--- config.mk ---
export PLATFORM = sky130hd
export DESIGN_NAME = fixed_divider_q11
export DESIGN_NICKNAME = d
export VERILOG_FILES = /design/src/rtl/fixed_divider_q11_pkg.sv /design/src/rtl/fixed_divider_q11_round_sat.sv /design/src/rtl/fixed_divider_q11.sv
export SDC_FILE = /design/constraint.sdc
export NUM_CORES = 1
export LEC_CHECK = 0
export BUFFER_PORTS_ARGS = -buffer_cell sky130_fd_sc_hd__buf_2
export CAP_MARGIN = 5
export CORE_ASPECT_RATIO = 0.8
export CORE_UTILIZATION = 41
export DETAILED_ROUTE_END_ITERATION = 8
export PLACE_DENSITY = 0.6
export SETUP_SLACK_MARGIN = 0.02
export SYNTH_ARGS = -nofsm -noshare
export SYNTH_HDL_FRONTEND = slang
export SYNTH_SLANG_ARGS = --single-unit
--- constraint.sdc ---
create_clock -name clk -period 3.3 [get_ports clk]
set_input_delay 0.66 -clock clk [delete_from_list [all_inputs] [get_ports clk]]
set_output_delay 0.66 -clock clk [all_outputs]
set_load 0.03 [all_outputs]
--- src/rtl/fixed_divider_q11_pkg.sv ---
// Shared fixed-point definitions for the accelerator datapath (16Q11 default).
package fixed_divider_q11_pkg;

  localparam int unsigned DWIDTH = 16;
  localparam int unsigned QWIDTH = 11;

  typedef enum logic [1:0] {
    S_IDLE  = 2'd0,
    S_CALC  = 2'd1,
    S_ROUND = 2'd2,
    S_DONE  = 2'd3
  } div_state_t;

  // Largest positive two's-complement value for a given width (0x7FFF for 16).
  function automatic logic [31:0] sat_pos(input int unsigned w);
    return (32'h1 << (w - 1)) - 32'h1;
  endfunction

  // Most negative two's-complement value for a given width (0x8000 for 16).
  function automatic logic [31:0] sat_neg(input int unsigned w);
    return 32'h1 << (w - 1);
  endfunction

endpackage

--- src/rtl/fixed_divider_q11_round_sat.sv ---
// Raw magnitude quotient (one extra fractional bit) plus sign -> rounded,
// saturated signed result. Rounding is half away from zero on the magnitude.
module fixed_divider_q11_round_sat
  import fixed_divider_q11_pkg::*;
#(
  parameter int unsigned dwidth = DWIDTH,
  parameter int unsigned qw     = DWIDTH + QWIDTH + 1
) (
  input  logic [qw-1:0]     i_q,
  input  logic              i_sign,
  output logic [dwidth-1:0] o_dout
);

  localparam logic [dwidth-1:0] SAT_P   = dwidth'(sat_pos(dwidth));
  localparam logic [dwidth-1:0] SAT_N   = dwidth'(sat_neg(dwidth));
  localparam logic [qw-1:0]     MAG_POS = {{(qw-dwidth+1){1'b0}}, {(dwidth-1){1'b1}}};
  localparam logic [qw-1:0]     MAG_NEG = MAG_POS + {{(qw-1){1'b0}}, 1'b1};

  logic [qw-1:0] w_mag;

  // Drop the guard bit, add it back as the rounding increment, then clamp.
  always_comb begin
    w_mag  = (i_q >> 1) + {{(qw-1){1'b0}}, i_q[0]};
    o_dout = '0;
    if (w_mag == '0) begin
      o_dout = '0;
    end else if (!i_sign) begin
      o_dout = (w_mag > MAG_POS) ? SAT_P : w_mag[dwidth-1:0];
    end else begin
      o_dout = (w_mag > MAG_NEG) ? SAT_N : -w_mag[dwidth-1:0];
    end
  end

endmodule

--- src/rtl/fixed_divider_q11.sv ---
// Sequential signed fixed-point divider, dout = din / win in Q(qwidth).
// Restoring division on magnitudes, one quotient bit per cycle, then a
// single rounding/saturation cycle. Valid/ready on both sides.
module fixed_divider_q11
  import fixed_divider_q11_pkg::*;
#(
  parameter int unsigned dwidth = DWIDTH,
  parameter int unsigned qwidth = QWIDTH
) (
  input  logic              clk,
  input  logic              rst,
  input  logic              in_valid,
  output logic              in_ready,
  input  logic [dwidth-1:0] din,
  input  logic [dwidth-1:0] win,
  output logic              out_valid,
  input  logic              out_ready,
  output logic [dwidth-1:0] dout,
  output logic              div_zero
);

  localparam int unsigned N  = dwidth + qwidth + 1;
  localparam int unsigned CW = $clog2(N);
  localparam logic [dwidth-1:0] SAT_P = dwidth'(sat_pos(dwidth));
  localparam logic [dwidth-1:0] SAT_N = dwidth'(sat_neg(dwidth));

  div_state_t        r_state;
  logic [CW-1:0]     r_cnt;
  logic [N-1:0]      r_num;
  logic [N-1:0]      r_quo;
  logic [dwidth:0]   r_rem;
  logic [dwidth-1:0] r_div;
  logic              r_sign;
  logic [dwidth-1:0] r_dout;
  logic              r_div_zero;
  logic              r_out_valid;

  logic [dwidth-1:0] w_din_abs;
  logic [dwidth-1:0] w_win_abs;
  logic [dwidth:0]   w_rem_sh;
  logic [dwidth:0]   w_sub;
  logic              w_ge;
  logic [dwidth-1:0] w_rs_dout;

  // Operand magnitudes (|-2^(dwidth-1)| still fits as unsigned) and the
  // trial subtraction for the current quotient bit.
  always_comb begin
    w_din_abs = din[dwidth-1] ? -din : din;
    w_win_abs = win[dwidth-1] ? -win : win;
    w_rem_sh  = {r_rem[dwidth-1:0], r_num[N-1]};
    w_sub     = w_rem_sh - {1'b0, r_div};
    w_ge      = (w_rem_sh >= {1'b0, r_div});
  end

  fixed_divider_q11_round_sat #(
    .dwidth (dwidth),
    .qw     (N)
  ) u_round_sat (
    .i_q    (r_quo),
    .i_sign (r_sign),
    .o_dout (w_rs_dout)
  );

  // Control FSM and datapath registers; all outputs registered.
  always_ff @(posedge clk) begin
    if (rst) begin
      r_state     <= S_IDLE;
      r_cnt       <= '0;
      r_num       <= '0;
      r_quo       <= '0;
      r_rem       <= '0;
      r_div       <= '0;
      r_sign      <= 1'b0;
      r_dout      <= '0;
      r_div_zero  <= 1'b0;
      r_out_valid <= 1'b0;
    end else begin
      case (r_state)
        S_IDLE: begin
          if (in_valid) begin
            r_sign <= din[dwidth-1] ^ win[dwidth-1];
            r_div  <= w_win_abs;
            r_num  <= {w_din_abs, {(qwidth+1){1'b0}}};
            r_quo  <= '0;
            r_rem  <= '0;
            r_cnt  <= CW'(N - 1);
            if (win == '0) begin
              r_dout      <= din[dwidth-1] ? SAT_N : SAT_P;
              r_div_zero  <= 1'b1;
              r_out_valid <= 1'b1;
              r_state     <= S_DONE;
            end else begin
              r_state <= S_CALC;
            end
          end
        end
        S_CALC: begin
          r_rem <= w_ge ? w_sub : w_rem_sh;
          r_quo <= {r_quo[N-2:0], w_ge};
          r_num <= {r_num[N-2:0], 1'b0};
          if (r_cnt == '0) begin
            r_state <= S_ROUND;
          end else begin
            r_cnt <= r_cnt - CW'(1);
          end
        end
        S_ROUND: begin
          r_dout      <= w_rs_dout;
          r_div_zero  <= 1'b0;
          r_out_valid <= 1'b1;
          r_state     <= S_DONE;
        end
        S_DONE: begin
          if (out_ready) begin
            r_out_valid <= 1'b0;
            r_state     <= S_IDLE;
          end
        end
        default: r_state <= S_IDLE;
      endcase
    end
  end

  assign in_ready  = (r_state == S_IDLE);
  assign out_valid = r_out_valid;
  assign dout      = r_dout;
  assign div_zero  = r_div_zero;

endmodule

After elaboration in Yosys (flattened, before gate mapping)
Index checks and enable logic that the tools add are counted.
W data, S select, Z words.
{"block": "totals", "reg_bits": 114, "input_bits": 36, "out_inout_bits": 19, "elab_cells": 71}
{"block": "op_classes", "n_addsub": 6, "n_lt_le_gt_ge": 3, "n_eq_ne": 8, "n_mux": 30, "n_bitwise": 1, "n_reduce_logical": 13}
{"cell": "$mux W16", "n": 11}
{"cell": "$pmux W28 S2", "n": 2}
{"cell": "$pmux W16 S2", "n": 2}
{"cell": "$mux W28", "n": 2}
{"cell": "$neg A16 Y16", "n": 3}
{"cell": "$add A27 B1 Y28", "n": 1}
{"cell": "$gt A28 B15 Y1 const B", "n": 1}
{"cell": "$gt A28 B16 Y1 const B", "n": 1}
{"cell": "$logic_not A28 Y1", "n": 1}
{"cell": "$ge A17 B16 Y1", "n": 1}
{"cell": "$logic_not A16 Y1", "n": 1}
{"cell": "$sub A16 B16 Y16", "n": 1}
{"cell": "$mux W5", "n": 2}
{"cell": "$pmux W5 S2", "n": 1}
{"cell": "$reduce_and A3 Y1", "n": 3}
{"cell": "$mux W2", "n": 4}
{"cell": "$ne A2 B2 Y1 const B", "n": 4}
{"cell": "$pmux W2 S4", "n": 1}
{"cell": "$logic_not A5 Y1", "n": 1}
{"cell": "$sub A5 B1 Y5 const B", "n": 1}
{"cell": "$eq A2 B2 Y1 const B", "n": 2}
{"cell": "$reduce_and A2 Y1", "n": 2}
{"cell": "$reduce_and A4 Y1", "n": 1}
{"cell": "$reduce_bool A2 Y1", "n": 2}
{"cell": "other kinds (8)", "n": 10}

Logic depth before layout (Yosys ltp)
Gate-level depths: netlist (run 1).
{"block": "logic_depth", "ltp_word": 6, "ltp_mapped": 13, "mapped_depth_nobuf": 12}

By module
Synthesis (run 1) repeated with hierarchy kept, for this count alone.
{"block": "unflattened", "cells_unflattened": 877, "hier_area_um2": 6907.9}
{"module": "fixed_divider_q11", "n_inst": 1, "cells_each": 666, "area_per_inst_um2": 5460.2, "seq_area_each_um2": 2042.0}
{"module": "fixed_divider_q11_round_sat", "n_inst": 1, "cells_each": 211, "area_per_inst_um2": 1447.6, "seq_area_each_um2": 0.0}

Worst setup path before layout (run 1)
Ideal clock, no wire load.
{"block": "synth_path", "kind": "reg-to-reg", "start": "reg r_quo[0]", "end": "reg r_dout[10] (netlist: dout[10])", "setup_ns": 0.088, "arrival_time_ns": 2.933, "required_time_ns": 3.212, "slack_ns": 0.279, "stages_incl_launch_ff": 14, "path_buffers": 1, "period_less_slack_ns": 3.021, "cell_sequence": "dfxtp_1 ha_1 ha_1 inv_1 ha_1 or4b_4 o31ai_4 o31a_4 nand2_2 o31ai_2 a31oi_1 or2_4 buf_6 nor4_2"}
{"block": "synth_between", "elab_chain_cells": 6, "word_cells_on_any_way": 10, "classes_between": "add/sub: 2; order compare: 2; mux: 5; reduce/logical: 1"}
{"element": "start: declaration", "line_no": "fixed_divider_q11.sv:30", "rtl": "logic [N-1:0] r_quo;"}
{"element": "start signal: assignment", "line_no": "fixed_divider_q11.sv:99", "rtl": "r_quo <= {r_quo[N-2:0], w_ge};"}
{"element": "$add A27 B1 Y28 *", "line_no": "fixed_divider_q11_round_sat.sv:23", "rtl": "w_mag = (i_q >> 1) + {{(qw-1){1'b0}}, i_q[0]};"}
{"element": "$gt A28 B15 Y1 (tied with other cells)", "line_no": "fixed_divider_q11_round_sat.sv:28", "rtl": "o_dout = (w_mag > MAG_POS) ? SAT_P : w_mag[dwidth-1:0];"}
{"element": "$mux W16, on equally long branches", "line_no": "fixed_divider_q11_round_sat.sv:28, fixed_divider_q11_round_sat.sv:30"}
{"element": "$mux W16", "line_no": "fixed_divider_q11_round_sat.sv:27", "rtl": "end else if (!i_sign) begin"}
{"element": "$mux W16 *", "line_no": "fixed_divider_q11_round_sat.sv:25", "rtl": "if (w_mag == '0) begin"}
{"element": "$pmux W16 S2 *", "line_no": "fixed_divider_q11.sv:78", "rtl": "case (r_state)"}
{"element": "end signal: assignment", "line_no": "fixed_divider_q11.sv:88", "rtl": "r_dout <= din[dwidth-1] ? SAT_N : SAT_P;"}
{"element": "end signal: assignment", "line_no": "fixed_divider_q11.sv:108", "rtl": "r_dout <= w_rs_dout;"}
{"element": "end: declaration", "line_no": "fixed_divider_q11.sv:34", "rtl": "logic [dwidth-1:0] r_dout;"}
Every way passes the cells marked *; elsewhere a longest branch is shown, timed or not.
A chain may end at the register's enable or synchronous reset.

Worst setup path in the final report (run 1)
{"block": "layout_path", "start": "reg r_quo[0]", "end": "reg r_dout[12] (netlist: dout[12])"}
Same word-level chain as after synthesis.

==> impl_metrics.csv, run 1 <==
group,metric,value,unit
sta,fmax,0.335,GHz
power,ir_drop,0.000413,V
floorplan,die_h,116,um
drt,first_pass_iters,5,
synthesis,synth_top_area_cell,"dfxtp_1",
sta,setup_viol_count_final,0,
critical_path,critPathKind,"reg2reg",
synthesis,ys_types,76,
critical_path,critPathArrivalTime,3.23,ns
cts,clk_path_buf_depth,2,
sta,maxSlewViolCount,0,
cts,cts_inserted_buffers,9,
flow_run,drv_cap,0,
place,dp.cells,1074,
floorplan,core,0.0159,mm2
grt,grt_pass1_vias,5262,
grt,overflow,0,
synthesis,async_flop_share,0,%
synthesis,synth_flop_cell,"dfxtp_1",
place,hpwl,11700,um
sta,skew,0.00729,ns
sta,setup_slack,0.315,ns
synthesis,syn-num-nets,902,
synthesis,synth_edf_count,0,
drt,totalWireLength,15800,um
drt,via_per_inst,5.41,
sta,period_minus_slack,2.98,ns
synthesis,seq_area_frac_synth,30.5,%
sta,setup-tns-final,0,ns
power,p_per_area,818,mW/mm2
outcome,status,"completed",
drt,wl_per_cell,14.5,um
worst_hold_path,holdCritPathClass,"reg2reg",
final_layout,num-fill-cells,1573,
critical_path,critPathLaunchType,"flop",
cts,htree_levels,3,
grt,grt_usage,20.2,%
synthesis,yosysWarnings,0,
place,dp_slack,0.190,ns
cts,worstSkewPairLatency,0.35,ns
final_layout,register_area,0.00204,mm2
floorplan,die_w,145,um
synthesis,syn_area,0.00669,mm2
final_layout,finalNonFillerCells,1089,
floorplan,die_area,0.0168,mm2
sta,hold_viol,0,
final_layout,drive_above_1_share,15.1,%
drt,antenna_left,0,
cts,cts_setup_buffers,0,
sta,relSlewSlack,57.2,%
sta,final.period_utilization,90.5,%
cts,cts_tree,"built",
synthesis,yosys.area.top_type_share,30.5,%
final_layout,antenna_cells,0,
final_layout,finalNetCount,935,
floorplan,start_util,42.2,%
synthesis,syn_avg_cell_area,7.99,um2
place,numPortBuffers,54,
grt,grt_max_degree,41,
cts,clockRootBuffer,"clkbuf_16",
final_layout,area_growth,11.9,%
cts,cts_sinks,102,
synthesis,ys_ff_latch,102,
drt,drc,0,
cts,clk_pin_slew,0.07,ns
drt,drt_iter0_markers,357,
floorplan,core.rowCount,41,
drt,via_count,5887,
final_layout,multi_input_area,0.00426,mm2
place,gp_congestion,0.826,
synthesis,synth.area.top_cells,"dfxtp_1 31%, ha_1 5.2%, xnor2_1 5.1%, nand2_1 4.9%, nor2_1 4.9%",
sta,rsz0062_at_grt,"false",
critical_path,crit_fanout,13,
synthesis,postSynthCellCount,837,
grt,grt_pass1_wl,26800,um
sta,worst_slew_pin_slew,0.641,ns
grt,antenna_found_initial,0,
floorplan,io_pins,55,
critical_path,endpoint_kind,"flop",
power,power.leakage,2.93,nW
critical_path,crit_required,3.54,ns
## Yosys cell counts (5+ instances only)
cell type and number:
and3_1 7, nand3_1 16, nand2b_1 9, dfxtp_1 102, xnor2_1 39, a21oi_1 40
nor2_1 88, nor4_2 8, or3_1 8, nand4_1 7, nand2_1 88, o21ai_0 49
nor2b_1 5, xor2_1 35, or4_1 7, o21a_1 6, inv_1 37, o22ai_1 14
a31oi_1 7, mux2i_1 17, nor3_1 23, and2_1 5, ha_1 28, a22oi_1 30
clkbuf_1 43, o211ai_1 5, and4_1 5, buf_2 8, a211oi_1 18
## sequential cells by signal, summed over array words and instances, names as in the netlist
| signal | flops |
|---|---|
| r_quo | 28 |
| dout | 16 |
| r_div | 16 |
| r_num | 16 |
| r_rem | 16 |
| r_cnt | 5 |
| r_state | 2 |
| div_zero | 1 |
| out_valid | 1 |
| r_sign | 1 |
## worst max-delay path, stage by stage, from the launching register on
cell	delay, ns
dfxtp_1	0.33
ha_1	0.24
ha_4	0.24
inv_1	0.06
ha_2	0.19
or4b_4	0.47
o31ai_4	0.10
o31a_4	0.23
nand2_2	0.08
o31ai_2	0.24
a31oi_1	0.13
or2_4	0.33
a2111oi_1	0.26
## metal layers
| layer | global-route usage, % | share of wire, % |
|---|---|---|
| met1 | 31.5 | 56 |
| met2 | 28.0 | 39 |
| met3 | 3.61 | 4.5 |
| met4 | 4.63 | 0.98 |
| met5 | 0 | 0 |
## final cells by class
type,instances,area share (%)
clock inverter,4,0.635
timing repair buffer,81,6.48
clock buffer,11,3.24
inverter,37,1.85
multi-input combinational,639,56.9
sequential,102,27.3
tap,215,3.59
## logic make-up (layout without fill, tap and decap cells)
logic type      after synthesis  count (layout)  share of synthesized area [%]
buf+inv                      96             133                           6.17
simple gates                306             306                           23.7
compound gates              213             213                           21.9
xor+xnor                     74              74                           9.69
mux                          17              17                           2.54
fa+ha+maj                    29              29                           5.54
flops                       102             102                           30.5
## what timing repair did
action | 4_1_cts | 5_1_grt
hold buffers | 0 | 0
gates resized for setup | 0 | 3
endpoints found under the setup margin | 0 | 6
hold endpoints to repair | 0 | 0
## worst paths after layout
| kind | startpoint | to | slack [ns] | cells past startpoint |
|---|---|---|---|---|
| worst max-delay path | r_quo[0]$_SDFFE_PP0P_ | dout[12]$_SDFFE_PP0P_ | 0.32 | 12 |
| worst min-delay path | r_num[16]$_SDFFE_PP0P_ | r_num[16]$_SDFFE_PP0P_ | 0.45 | 2 |
| worst max register to register | r_quo[0]$_SDFFE_PP0P_ | dout[12]$_SDFFE_PP0P_ | 0.32 | 12 |
| worst min register to register | r_num[16]$_SDFFE_PP0P_ | r_num[16]$_SDFFE_PP0P_ | 0.45 | 2 |
## where the power goes
part	internal [mW]	leakage, nW	switching, mW	total (mW)
Clock	0.603	0.141	0.471	1.07
Combinational	1.32	1.96	1.99	3.31
Sequential	1.53	0.832	0.212	1.74
## per-stage QoR
| step | total power, mW | util (%) | hold slack (ns) | area [um2] |
|---|---|---|---|---|
| floorplan | 4.27 | - | 0.432 | 6690 |
| global placement | 5.04 | 45.3 | 0.442 | 7180 |
| detailed placement | 5.06 | 45.3 | 0.445 | 7180 |
| CTS | 6.16 | 47.1 | 0.454 | 7470 |
| global route | 6.65 | 47.2 | 0.476 | 7490 |
| finish | 6.13 | 47.2 | 0.454 | 7490 |
## layout by cell type, fill, tap and decap left out, types with 26 or more instances in the layout
cell type,count
a21oi_1,40
a22oi_1,30
buf_2,54
buf_4,26
dfxtp_1,102
ha_1,26
inv_1,37
nand2_1,88
nor2_1,88
o21ai_0,49
xnor2_1,39
xor2_1,35
Power figures use the tool's default switching activity.
==> run 2: changes to the inputs <==
--- a/config.mk
+++ b/config.mk
@@ -5,6 +5,7 @@
 export SDC_FILE = /design/constraint.sdc
 export NUM_CORES = 1
 export LEC_CHECK = 0
+export ABC_AREA = 1
 export BUFFER_PORTS_ARGS = -buffer_cell sky130_fd_sc_hd__buf_2
 export CAP_MARGIN = 5
 export CORE_ASPECT_RATIO = 0.8
==> run 2 against run 1 <==
  * Clock skew rose by 0.00077 ns
  * Critical path depth rose by 4
  * Largest cell class unchanged
  * Final cell count rose by 21%
  * First-iteration DRC count rose by 38%
  * Sequential share of layout area fell by 0.47 points
  * Register-to-register slack improved by 0.11 ns
  * Worst setup slack improved by 0.11 ns
  * Critical endpoint is now dout[8]$_SDFFE_PP0P_
  * Synthesized cell count rose by 27%
  * Count of clock-buffer cells in the layout fell by 1
  * Design area rose by 1.7%
  * Maximum frequency rose by 3.9%
==> impl_metrics.csv, run 2 <==
group,metric,value,unit
critical_path,max_stage_delay,0.47,ns
outcome,status,"completed",
synthesis,synth_mux_area_share,0,%
final_layout,register_area,0.00204,mm2
synthesis,synth_most_common_cell,"nand2_1",
final_layout,post-route-util,47.4,%
critical_path,crit_end,"dout[8]$_SDFFE_PP0P_",
final_layout,most-common-layout-cells,"300 x nand2_1, 118 x a21oi_1, 102 x dfxtp_1",
synthesis,syn_area,0.00687,mm2
final_layout,area_growth,10.8,%
grt,grt_max_degree,69,
final_layout,num-fill-cells,1705,
sta,rsz0062_at_grt,"false",
synthesis,async_flop_share,0,%
final_layout,final_common_cell,"nand2_1",
drt,via_count,6809,
sta,final.period_utilization,87.0,%
synthesis,synth_top_area_cell,"dfxtp_1",
synthesis,synth-simple-area-share,32.8,%
cts,cts_sinks,102,
synthesis,synth.area.top_cells,"dfxtp_1 30%, nand2_1 16%, a21oi_1 8.6%, inv_1 5.4%, nor2_1 5.4%",
synthesis,synth_edf_count,0,
critical_path,reg2reg_depth,16,
power,power.leakage,3.27,nW
cts,cts_setup_buffers,0,
sta,setup_viol_count_final,0,
cts,clockRootBuffer,"clkbuf_16",
critical_path,critPathSlowestCell,"xnor2_1",
place,gp_congestion,0.902,
synthesis,synth_flop_cell,"dfxtp_1",
final_layout,finalNetCount,1167,
critical_path,worst-r2r-setup-slack,0.43,ns
sta,period_minus_slack,2.87,ns
drt,wl_per_cell,14.0,um
cts,cts_hold_buf,0,
sta,hold_viol,0,
synthesis,ys_types,42,
power,clockPowerShare,15.5,%
power,p_per_area,919,mW/mm2
sta,setup_slack,0.428,ns
drt,totalWireLength,18500,um
cts,cts_resized,0,
synthesis,synth_commonest_cells,"300 x nand2_1, 118 x a21oi_1, 102 x dfxtp_1",
grt,grt_usage,22.1,%
synthesis,synth_top_family_by_area,"simple AND/OR/NAND/NOR gates",
critical_path,worst-path-stages,16,
cts,clk_path_buf_depth,2,
synthesis,syn-num-nets,1132,
cts,clk_pin_slew,0.07,ns
critical_path,cp_common_cell,"nor2_1",
synthesis,ys_ff_latch,102,
critical_path,endpoint_kind,"flop",
grt,grt_pass1_wl,30700,um
floorplan,io_pins,55,
critical_path,cp_top_family,"simple AND/OR/NAND/NOR gates",
synthesis,postSynthCellCount,1067,
floorplan,die_area,0.0173,mm2
synthesis,synth-adder-area-share,5.39,%
drt,drc,0,
sta,worst_slew_pin_slew,0.983,ns
drt,via_per_inst,5.15,
power,pwr-share-comb,57.9,%
sta,setup-tns-final,0,ns
cts,cts_inserted_buffers,9,
critical_path,cp-startpoint,"r_quo[1]$_SDFFE_PP0P_",
place,hpwl,13700,um
critical_path,critPathArrivalTime,3.16,ns
critical_path,crit_fanout,12,
place,dp_slack,0.403,ns
worst_hold_path,holdCritPathClass,"reg2reg",
power,sw_frac_of_total,48.1,%
critical_path,critPathKind,"reg2reg",
drt,first_pass_iters,5,
power,total_power,7.00,mW
power,seq_power_share,26.6,%
sta,fmax,0.348,GHz
final_layout,multi_input_area,0.00424,mm2
synthesis,yosys.area.top_type_share,29.7,%
synthesis,seq_area_frac_synth,29.7,%
floorplan,core.rowCount,41,
power,ir_drop,0.000672,V
synthesis,synth-xor-area-share,5.22,%
floorplan,start_util,42.8,%
final_layout,antenna_cells,0,
sta,hold-worst-slack,0.468,ns
cts,cts_tree,"built",
critical_path,cp_cell_sequence,"ha_1 > ha_1 > nand2_2 > nor2_4 > nand2_4 > xnor2_1 > nor2_1 > nand3_2 > nor2_2 > nand3_1 > nand2_1 > inv_1 > nand2_1 > nor2_1 > nor2_1 > nor2_1",
place,numPortBuffers,54,
critical_path,crit_required,3.59,ns
critical_path,reg2reg_from,"r_quo[1]$_SDFFE_PP0P_",
final_layout,drive_above_1_share,10.6,%
floorplan,core,0.0161,mm2
final_layout,regMostFlops,"r_quo",
sta,relSlewSlack,34.4,%
synthesis,syn_avg_cell_area,6.44,um2
drt,antenna_left,0,
grt,grt_pass1_vias,5903,
flow_run,drv_cap,0,
grt,antenna_found_initial,0,
floorplan,die_h,118,um
power,intPower,3.64,mW
cts,worstSkewPairLatency,0.35,ns
power,p_switching,3.37,mW
critical_path,critPathLaunchType,"flop",
critical_path,r2r_end,"dout[8]$_SDFFE_PP0P_",
synthesis,yosysWarnings,0,
sta,skew,0.00805,ns
critical_path,path_buf_inv,1,
floorplan,die_w,147,um
grt,overflow,0,
synthesis,synth_compound_area_share,18.2,%
sta,maxSlewViolCount,0,
cts,htree_levels,3,
final_layout,largest_register_ffs,28,
drt,drt_iter0_markers,491,
run 2: power groups by stage:
stage | sequential [mW] | clock, mW | combinational, mW
2_1_floorplan | 2.02 | 0 | 2.84
3_3_place_gp | 1.89 | 0 | 3.99
3_5_place_dp | 1.88 | 0 | 3.99
4_1_cts | 1.86 | 1.11 | 4.01
5_1_grt | 1.91 | 1.16 | 4.59
6_report | 1.87 | 1.09 | 4.05
run 2: layer usage:
metal | wire [um] | share of wire [%] | global-route usage (%) | vias up
li1 | - | - | - | 3585
met5 | 0 | 0 | 0 | -
met4 | 208 | 1.1 | 5.40 | 0
met1 | 10500 | 57 | 36.1 | 3040
met2 | 6620 | 36 | 28.1 | 171
met3 | 1100 | 5.9 | 4.22 | 13
run 2: how the worst min path moves through the flow:
stage,endpoint,start,depth (start not counted),slack (ns)
after floorplan,r_num[12]$_SDFFE_PP0P_,r_num[12]$_SDFFE_PP0P_,2,0.44
after global placement,r_cnt[4]$_SDFFE_PP0P_,r_cnt[4]$_SDFFE_PP0P_,2,0.45
after detailed placement,r_num[16]$_SDFFE_PP0P_,r_num[16]$_SDFFE_PP0P_,2,0.46
after CTS,r_num[16]$_SDFFE_PP0P_,r_num[16]$_SDFFE_PP0P_,2,0.47
after global routing,r_num[23]$_SDFFE_PP0P_,r_num[23]$_SDFFE_PP0P_,2,0.49
final,r_cnt[4]$_SDFFE_PP0P_,r_cnt[4]$_SDFFE_PP0P_,2,0.47
run 2: worst register-to-register path, stage by stage (launching register included):
cell and delay [ns]:
dfxtp_1 0.37, ha_1 0.21, ha_1 0.19, nand2_2 0.08
nor2_4 0.21, nand2_4 0.11, xnor2_1 0.47, nor2_1 0.15
nand3_2 0.13, nor2_2 0.06, nand3_1 0.12, nand2_1 0.08
inv_1 0.26, nand2_1 0.11, nor2_1 0.14, nor2_1 0.05
nor2_1 0.07
run 2: per-stage QoR:
| stage | instances | instance area (um2) |
|---|---|---|
| after floorplan | 1067 | 6870 |
| after global placement | 1306 | 7330 |
| after detailed placement | 1306 | 7330 |
| after CTS | 1321 | 7620 |
| after global routing | 1321 | 7620 |
| final | 1321 | 7620 |
run 2: cell families after synthesis:
logic type	after synthesis
AO/OA/AOI/OAI	229
AND/OR/NAND/NOR	521
buffers and inverters	145
flip-flops	102
XOR/XNOR	41
adder cells (fa/ha/maj)	29
run 2: layout make-up:
cell class	instances	share of cell area [%]
inverters	102	5.03
clock buffers	10	3.01
clock inverters	5	0.772
well taps	215	3.53
flip-flops and latches	102	26.8
repair buffers	67	5.16
multi-input cells	820	55.7
